--- config.mk ---
export PLATFORM = sky130hd
export DESIGN_NAME = uart_tx_sched
export DESIGN_NICKNAME = d
export VERILOG_FILES = /design/src/rtl/uart_sched_pkg.sv /design/src/rtl/uart_rr_pick.sv /design/src/rtl/uart_tx_sched.sv
export SDC_FILE = /design/constraint.sdc
export NUM_CORES = 1
export LEC_CHECK = 0
export BUFFER_PORTS_ARGS = -buffer_cell sky130_fd_sc_hd__buf_2
export CORE_ASPECT_RATIO = 0.7
export CORE_MARGIN = 2
export CORE_UTILIZATION = 45
export CTS_CLUSTER_SIZE = 12
export DETAILED_ROUTE_END_ITERATION = 10
export PLACE_DENSITY = 0.76
export SLEW_MARGIN = 20
export SYNTH_ARGS = -nofsm -noshare
export SYNTH_HDL_FRONTEND = slang
export SYNTH_HIERARCHICAL = 1
export SYNTH_SLANG_ARGS = --single-unit
--- constraint.sdc ---
create_clock -name clk -period 3.2 [get_ports clk]
set_input_delay 0.32 -clock clk [delete_from_list [all_inputs] [get_ports clk]]
set_output_delay 0.32 -clock clk [all_outputs]
set_load 0.02 [all_outputs]
--- src/rtl/uart_sched_pkg.sv ---
// Shared types for the UART transmit scheduler: FSM state encoding and the byte type.
package uart_sched_pkg;

  typedef enum logic [1:0] {
    SCHED_IDLE   = 2'd0,
    SCHED_LOCKED = 2'd1,
    SCHED_GAP    = 2'd2
  } sched_state_e;

  typedef logic [7:0] byte_t;

endpackage

--- src/rtl/uart_rr_pick.sv ---
// Combinational round-robin picker: returns the first asserted request at or
// after start_i, wrapping modulo N. Generic so other arbiters can reuse it.
module uart_rr_pick #(
  parameter int N  = 4,
  parameter int IW = (N > 1) ? $clog2(N) : 1
) (
  input  logic [N-1:0]  req_i,
  input  logic [IW-1:0] start_i,
  output logic [IW-1:0] idx_o,
  output logic          any_o
);

  // Scan offsets from farthest to nearest so the nearest asserted request wins.
  always_comb begin
    // NOTE: idx_o is assigned before the loop so no path leaves it unassigned,
    // which would otherwise infer a latch.
    idx_o = '0;
    for (int off = N - 1; off >= 0; off--) begin
      if (req_i[(int'(start_i) + off) % N]) begin
        idx_o = IW'((int'(start_i) + off) % N);
      end
    end
  end

  assign any_o = |req_i;

endmodule

--- src/rtl/uart_tx_sched.sv ---
// Round-robin scheduler sharing one UART transmitter among NUM_SRC message
// sources. A grant lasts a whole message (or MAX_LEN bytes), bytes pass through
// a one-entry output register, and GAP_CYCLES idle cycles follow every grant.
module uart_tx_sched
  import uart_sched_pkg::*;
#(
  parameter int NUM_SRC    = 4,
  parameter int MAX_LEN    = 64,
  parameter int GAP_CYCLES = 2
) (
  input  logic                         clk,
  input  logic                         rst_n,
  input  logic [NUM_SRC-1:0]           src_valid,
  input  logic [NUM_SRC*8-1:0]         src_data,
  input  logic [NUM_SRC-1:0]           src_last,
  output logic [NUM_SRC-1:0]           src_ready,
  output logic                         tx_valid,
  output logic [7:0]                   tx_data,
  input  logic                         tx_ready,
  output logic [$clog2(NUM_SRC)-1:0]   grant_id,
  output logic                         busy,
  output logic                         preempt
);

  localparam int IW = $clog2(NUM_SRC);
  localparam int CW = $clog2(MAX_LEN + 1);
  localparam int GW = (GAP_CYCLES > 1) ? $clog2(GAP_CYCLES) : 1;

  localparam logic [IW-1:0] SRC_MAX  = IW'(NUM_SRC - 1);
  localparam logic [CW-1:0] CNT_LAST = CW'(MAX_LEN - 1);
  localparam logic [GW-1:0] GAP_LAST = GW'((GAP_CYCLES > 0) ? GAP_CYCLES - 1 : 0);

  sched_state_e  state_q, state_d;
  logic [IW-1:0] rr_q, rr_d;
  logic [IW-1:0] grant_id_q, grant_id_d;
  logic [CW-1:0] cnt_q, cnt_d;
  logic [GW-1:0] gap_q, gap_d;
  logic          tx_valid_q, tx_valid_d;
  byte_t         tx_data_q, tx_data_d;
  logic          preempt_q, preempt_d;

  logic [IW-1:0] pick_idx;
  logic          pick_any;
  logic          sel_valid, sel_last, can_load, xfer, grant_end;
  byte_t         sel_data;

  uart_rr_pick #(.N(NUM_SRC), .IW(IW)) u_pick (
    .req_i   (src_valid),
    .start_i (rr_q),
    .idx_o   (pick_idx),
    .any_o   (pick_any)
  );

  assign sel_valid = src_valid[grant_id_q];
  assign sel_last  = src_last[grant_id_q];
  assign sel_data  = src_data[8*grant_id_q +: 8];

  // The output register can take a byte when empty or draining this cycle.
  assign can_load  = !tx_valid_q || tx_ready;
  assign xfer      = (state_q == SCHED_LOCKED) && sel_valid && can_load;
  assign grant_end = xfer && (sel_last || (cnt_q == CNT_LAST));

  // Only the granted source sees ready, and only while LOCKED.
  always_comb begin
    src_ready = '0;
    if (state_q == SCHED_LOCKED) begin
      src_ready[grant_id_q] = can_load;
    end
  end

  // Arbitration FSM: next state, grant bookkeeping and the preempt pulse.
  always_comb begin
    state_d    = state_q;
    rr_d       = rr_q;
    grant_id_d = grant_id_q;
    cnt_d      = cnt_q;
    gap_d      = gap_q;
    preempt_d  = 1'b0;
    case (state_q)
      SCHED_IDLE: begin
        if (pick_any) begin
          grant_id_d = pick_idx;
          cnt_d      = '0;
          state_d    = SCHED_LOCKED;
        end
      end
      SCHED_LOCKED: begin
        if (xfer) begin
          cnt_d = cnt_q + 1'b1;
        end
        if (grant_end) begin
          rr_d      = (grant_id_q == SRC_MAX) ? '0 : grant_id_q + 1'b1;
          preempt_d = !sel_last;
          gap_d     = '0;
          state_d   = (GAP_CYCLES > 0) ? SCHED_GAP : SCHED_IDLE;
        end
      end
      SCHED_GAP: begin
        if (gap_q == GAP_LAST) begin
          state_d = SCHED_IDLE;
        end else begin
          gap_d = gap_q + 1'b1;
        end
      end
      default: state_d = SCHED_IDLE;
    endcase
  end

  // Output register: loads on a transfer, empties on tx_ready otherwise.
  always_comb begin
    tx_valid_d = tx_valid_q;
    tx_data_d  = tx_data_q;
    if (xfer) begin
      tx_valid_d = 1'b1;
      tx_data_d  = sel_data;
    end else if (tx_ready) begin
      tx_valid_d = 1'b0;
    end
  end

  // State, counters, pointer and output register, all cleared asynchronously.
  always_ff @(posedge clk or negedge rst_n) begin
    // NOTE: non-blocking assignments so every register samples pre-edge values.
    if (!rst_n) begin
      state_q    <= SCHED_IDLE;
      rr_q       <= '0;
      grant_id_q <= '0;
      cnt_q      <= '0;
      gap_q      <= '0;
      tx_valid_q <= 1'b0;
      tx_data_q  <= '0;
      preempt_q  <= 1'b0;
    end else begin
      state_q    <= state_d;
      rr_q       <= rr_d;
      grant_id_q <= grant_id_d;
      cnt_q      <= cnt_d;
      gap_q      <= gap_d;
      tx_valid_q <= tx_valid_d;
      tx_data_q  <= tx_data_d;
      preempt_q  <= preempt_d;
    end
  end

  assign tx_valid = tx_valid_q;
  assign tx_data  = tx_data_q;
  assign grant_id = grant_id_q;
  assign preempt  = preempt_q;
  assign busy     = (state_q != SCHED_IDLE) || tx_valid_q;

endmodule
== After elaboration in Yosys (flattened, before gate mapping) ==
Cells that the tools add are included.

* Add/subtract/negate cells: 6
* Order comparisons: 6
* Equal/unequal tests: 8
* Shift-type cells: 1
* Multiplexer cells: 37
* Bitwise operators: 4
* Reductions and logical operators: 23

{| class="wikitable"
|+ Operators by type and width
! operator !! count
|-
| 32-bit by 6-bit indexed part select with 8-bit output || 1
|-
| 1-bit 2-to-1 mux || 16
|-
| 2-bit 2-to-1 mux || 8
|-
| 7-bit 2-to-1 mux || 2
|-
| 7-bit one-hot mux with 2 select lines || 1
|-
| 1-bit binary-select mux with 2-bit select || 6
|-
| 3-bit by 4-bit less-than comparator with 1-bit output (second input constant) || 3
|-
| 2-bit != test (second input constant) || 4
|-
| 2-bit nonzero test || 4
|-
| 7-bit by 1-bit adder with 7-bit output (second input constant) || 1
|-
| 7-bit by 6-bit == test with 1-bit output (second input constant) || 1
|-
| 2-bit by 3-bit less-than comparator with 1-bit output (second input constant) || 2
|-
| 2-bit one-hot mux with 3 select lines || 1
|-
| 2-bit AND reduction || 3
|-
| 3-bit AND reduction || 2
|-
| 2-bit OR reduction || 3
|-
| 2-bit by 1-bit adder with 2-bit output (second input constant) || 2
|-
| 2-bit adder (second input constant) || 2
|-
| 4-bit AND || 1
|-
| 2-bit == test (second input constant) || 2
|-
| 1-bit logical AND || 4
|-
| 4-bit 2-to-1 mux || 1
|-
| 4-bit OR reduction || 1
|-
| 1-bit AND (first input constant) || 3
|-
| 8 further kinds || 11
|}

* Register bits: 24
* Input port bits: 43
* Output and inout bits: 17
* Word-level logic and storage cells: 93

== Depth between registers and ports, before layout ==
* Depth after elaboration: 10
* Depth in mapped cells: 6
* Gate-level depth less buffers: 5

== Cells and area by module ==
Netlist, hierarchy kept.

{| class="wikitable"
|+ Modules (own cells, without submodules)
! module !! instances !! cells each !! area each (um2) !! sequential area each (um2)
|-
| uart_tx_sched || 1 || 126 || 1336.3 || 600.6
|-
| uart_rr_pick || 1 || 13 || 77.6 || 0.0
|}

== Least setup slack after synthesis ==
OpenSTA, ideal clock, no wires.

* Kind: reg-to-reg
* Start point: register grant_id_q[0], in the netlist grant_id[0]
* End point: register cnt_q[4]
* Arrival: 1.738 ns
* Data required time: 3.121 ns
* Setup slack: 1.383 ns
* Cell stages (with the launch flop): 6
* Buffers on the path: 1
* Period minus slack after synthesis: 1.817 ns
* Cells stage by stage: dfrtp_1 > mux4_2 > and3_1 > buf_2 > nand2_1 > mux2i_1

* Cells in the longest elaborated chain, start to end: 6

{| class="wikitable"
|+ RTL lines
! item !! line !! text
|-
| start: declaration || uart_tx_sched.sv:35 || <nowiki>logic [IW-1:0] grant_id_q, grant_id_d;</nowiki>
|-
| start signal: assignment || uart_tx_sched.sv:136 || <nowiki>grant_id_q <= grant_id_d;</nowiki>
|-
| 1-bit binary-select mux with 2-bit select || uart_tx_sched.sv:54 || <nowiki>assign sel_valid = src_valid[grant_id_q];</nowiki>
|-
| 1-bit 2-to-1 mux (implied by the code) || uart_tx_sched.sv:54 ||
|-
| 1-bit logical AND (2 in series) || uart_tx_sched.sv:60 || <nowiki>assign xfer = (state_q == SCHED_LOCKED) && sel_valid && can_load;</nowiki>
|-
| 2-bit != test (no line) || -- ||
|-
| 3-bit AND reduction (no line) || -- ||
|-
| end signal: assignment || uart_tx_sched.sv:137 || <nowiki>cnt_q <= cnt_d;</nowiki>
|-
| end: declaration || uart_tx_sched.sv:36 || <nowiki>logic [CW-1:0] cnt_q, cnt_d;</nowiki>
|}

Every way passes these cells. The select of a mux whose other input is x is not followed.
A chain may end at the register's enable or synchronous reset.

== Worst setup path after layout ==
* Start point: register state_q[1]
* End point: register rr_q[1]

* Cells in the longest elaborated chain, start to end: 5

{| class="wikitable"
|+ RTL lines
! item !! line !! text
|-
| start: declaration || uart_tx_sched.sv:33 || <nowiki>sched_state_e state_q, state_d;</nowiki>
|-
| start signal: assignment || uart_tx_sched.sv:134 || <nowiki>state_q <= state_d;</nowiki>
|-
| 2-bit by 1-bit == test with 1-bit output (*) || uart_tx_sched.sv:60, uart_tx_sched.sv:79 ||
|-
| 1-bit logical AND (2 in series) || uart_tx_sched.sv:60 ||
|-
| 1-bit logical AND || uart_tx_sched.sv:61 || <nowiki>assign grant_end = xfer && (sel_last || (cnt_q == CNT_LAST));</nowiki>
|-
| 2-bit AND reduction (no line) (*) || -- ||
|-
| end signal: assignment || uart_tx_sched.sv:135 || <nowiki>rr_q <= rr_d;</nowiki>
|-
| end: declaration || uart_tx_sched.sv:34 || <nowiki>logic [IW-1:0] rr_q, rr_d;</nowiki>
|}

Every way passes the cells marked *; elsewhere a longest branch is shown, timed or not.

==> run summary <==
final net count - 247
final total power - 1.51 mW
Placer Congestion - 0.860
CTS Buf Count - 3
Synth cell types - 31
Cell Area, Synth - 0.00141 sq mm
CTS root buf - clkbuf_8
worst r2r path cells - 4
clk buf depth - 2
post-route design area - 0.00178 sq mm
IO Port Bufs - 59
DRC viols - 0
Tcrit/Tclk final - 64.7%
clk_skew - 0.00124 ns
gr ovfl total - 0
fin crit period - 2.07 ns
Setup crit end kind - register
Final Core Density - 61.9%
Synth top area share - 42.5%
CP Max Fanout - 18
FF+latch count, synth - 24
top_reg_cell synth - dfrtp_1
Sum Neg Setup Slack - 0 ns
Area after DPL - 0.00174 sq mm
DP HPWL - 2630 um
area leader, netlist - dfrtp_1
row count - 16
clock-pin slew on the worst setup and hold paths - 0.08 ns
Avg Cell Area, Syn - 10.2 sq um
I/O pins - 60
cells taking the most area after synthesis - dfrtp_1 42%, mux4_2 16%, nand2_1 9.8%, ha_1 4.4%, and3_1 3.1%
sequential area share after synthesis - 42.5%
syn nets - 187
ant diodes - 0
drt first pass iters - 4
arrival time at the worst endpoint - 2.22 ns
count leader, synth - nand2_1
leakage power - 0.919 nW
yosys synthesis warning count - 6
final hold violation count - 0
hold crit path type - primary input to asynchronous set/reset pin
Post-CTS Repair Setup Buffers - 0
Slew Limit Fails - 0
first-pass GRT wire length - 5560 um
Synth-to-Final Area Change - 26.2%
Max Fclk - 483 MHz
via/cell ratio - 5.42
Setup Crit Path Kind - register to register
kind of start point of the critical path - register
WL final - 3370 um
PD cells - 849 mW/mm^2
Worst setup startpoint - state_q[1]
Starting Density - 49.0%
unrepaired setup endpoints after global routing - false
post-cts resize count - 0
WL/cell - 14.5 um
Async SR Flop Fraction - 100%
clock latency on the worst-skew pair - 0.26 ns
initial antenna violation count - 0
die area - 0.00361 sq mm
Die Wd - 71.0 um
Critical Path RT - 3.36 ns
Reg-to-Reg Start - state_q[1]
share of layout cells above drive strength 1 - 39.6%
worst relative slew slack - 59.7%
hold buffers post-CTS - 0
worst slew pin tran - 0.603 ns
final setup vio count - 0
Total GRT Usage - 19.9%
reg-to-reg slack, setup - 1.13 ns
DRT antenna net count - 0
largest net degree at the start of global routing - 25
vias in the first global route - 1,258
Die Height - 50.9 um
Placeable Area - 0.00288 sq mm
worst vdd ir - 0.000509 V
Syn Inst Count - 139
number of flops mapped to enable cells by yosys - 0
Vias - 1,263
status - finished, final reports clean
clk sinks - 24
DRT iter0 DRCs - 106
CTS H-tree depth - 1
top cells by count, synth - 37 x nand2_1, 24 x dfrtp_1, 10 x mux4_2
max cap viols - 0
CTS tree - done
## final cells by class
| cell class | instances | area, sq um |
|---|---|---|
| fillers | 256 | 1100 |
| multi-input cells | 105 | 772 |
| clock buffers | 3 | 41.3 |
| well taps | 36 | 45.0 |
| flip-flops and latches | 24 | 601 |
| repair buffers | 61 | 310 |
| inverters | 4 | 15.0 |
## sequential cells by signal (all words and copies together) (netlist names)
signal	cells
tx_data	8
cnt_q	7
grant_id	2
rr_q	2
state_q	2
gap_q	1
preempt	1
tx_valid	1
## layout by cell type, fill, tap and decap left out, drive strengths merged, types with 3 or more instances in the layout
cell    instances
buf            61
inv             4
nor2            9
nand3           6
mux4           10
o21ai           4
and3            7
mux2i           3
nand2          37
nand2b          4
dfrtp          24
clkbuf          3
ha              5
## kinds of logic (layout without fill, tap and decap cells)
family	count (synthesis)	count (layout)	synth area share, %
simple gates	71	71	23.7
flops	24	24	42.5
mux	15	15	19.6
compound gates	13	13	6.20
buf+inv	10	68	2.92
fa+ha+maj	5	5	4.42
xor+xnor	1	1	0.620
## worst max-delay path, cell delays in order (launching register included)
cell and delay, ns:
dfrtp_1 0.42, nor2b_1 0.50, nand3_4 0.32, nor2_1 0.34, mux2_2 0.37
## power by group
| group | internal [mW] | switching, mW | leakage, nW |
|---|---|---|---|
| logic | 0.339 | 0.499 | 0.592 |
| registers | 0.417 | 0.0849 | 0.306 |
| clock network | 0.0842 | 0.0906 | 0.0216 |
| total | 0.840 | 0.674 | 0.919 |
## stage by stage
stage | cells | hold slack [ns] | setup WS, ns
2_1_floorplan | 139 | 0.0244 | 1.38
3_3_place_gp | 230 | 0.323 | 1.26
3_5_place_dp | 230 | 0.330 | 1.13
4_1_cts | 233 | 0.0390 | 1.12
5_1_grt | 233 | 0.0681 | 0.918
6_report | 233 | 0.0219 | 1.13
## per-layer routing
metal | GRT usage [%] | vias to the layer above | part of all wire (%)
li1 | - | 608 | -
met1 | 26.9 | 595 | 46
met2 | 32.1 | 54 | 46
met3 | 5.92 | 6 | 7.1
met4 | 5.03 | 0 | 1.0
met5 | 0 | - | 0
## final timing paths
| kind | endpoint |
|---|---|
| min in group clk | grant_id[0] |
| worst max-delay path | rr_q[1] |
| worst min-delay path | state_q[0] |
| max in group asynchronous | tx_data[3] |
| worst max register to register | rr_q[1] |
| worst min register to register | state_q[1] |
Power figures use the tool's default switching activity.
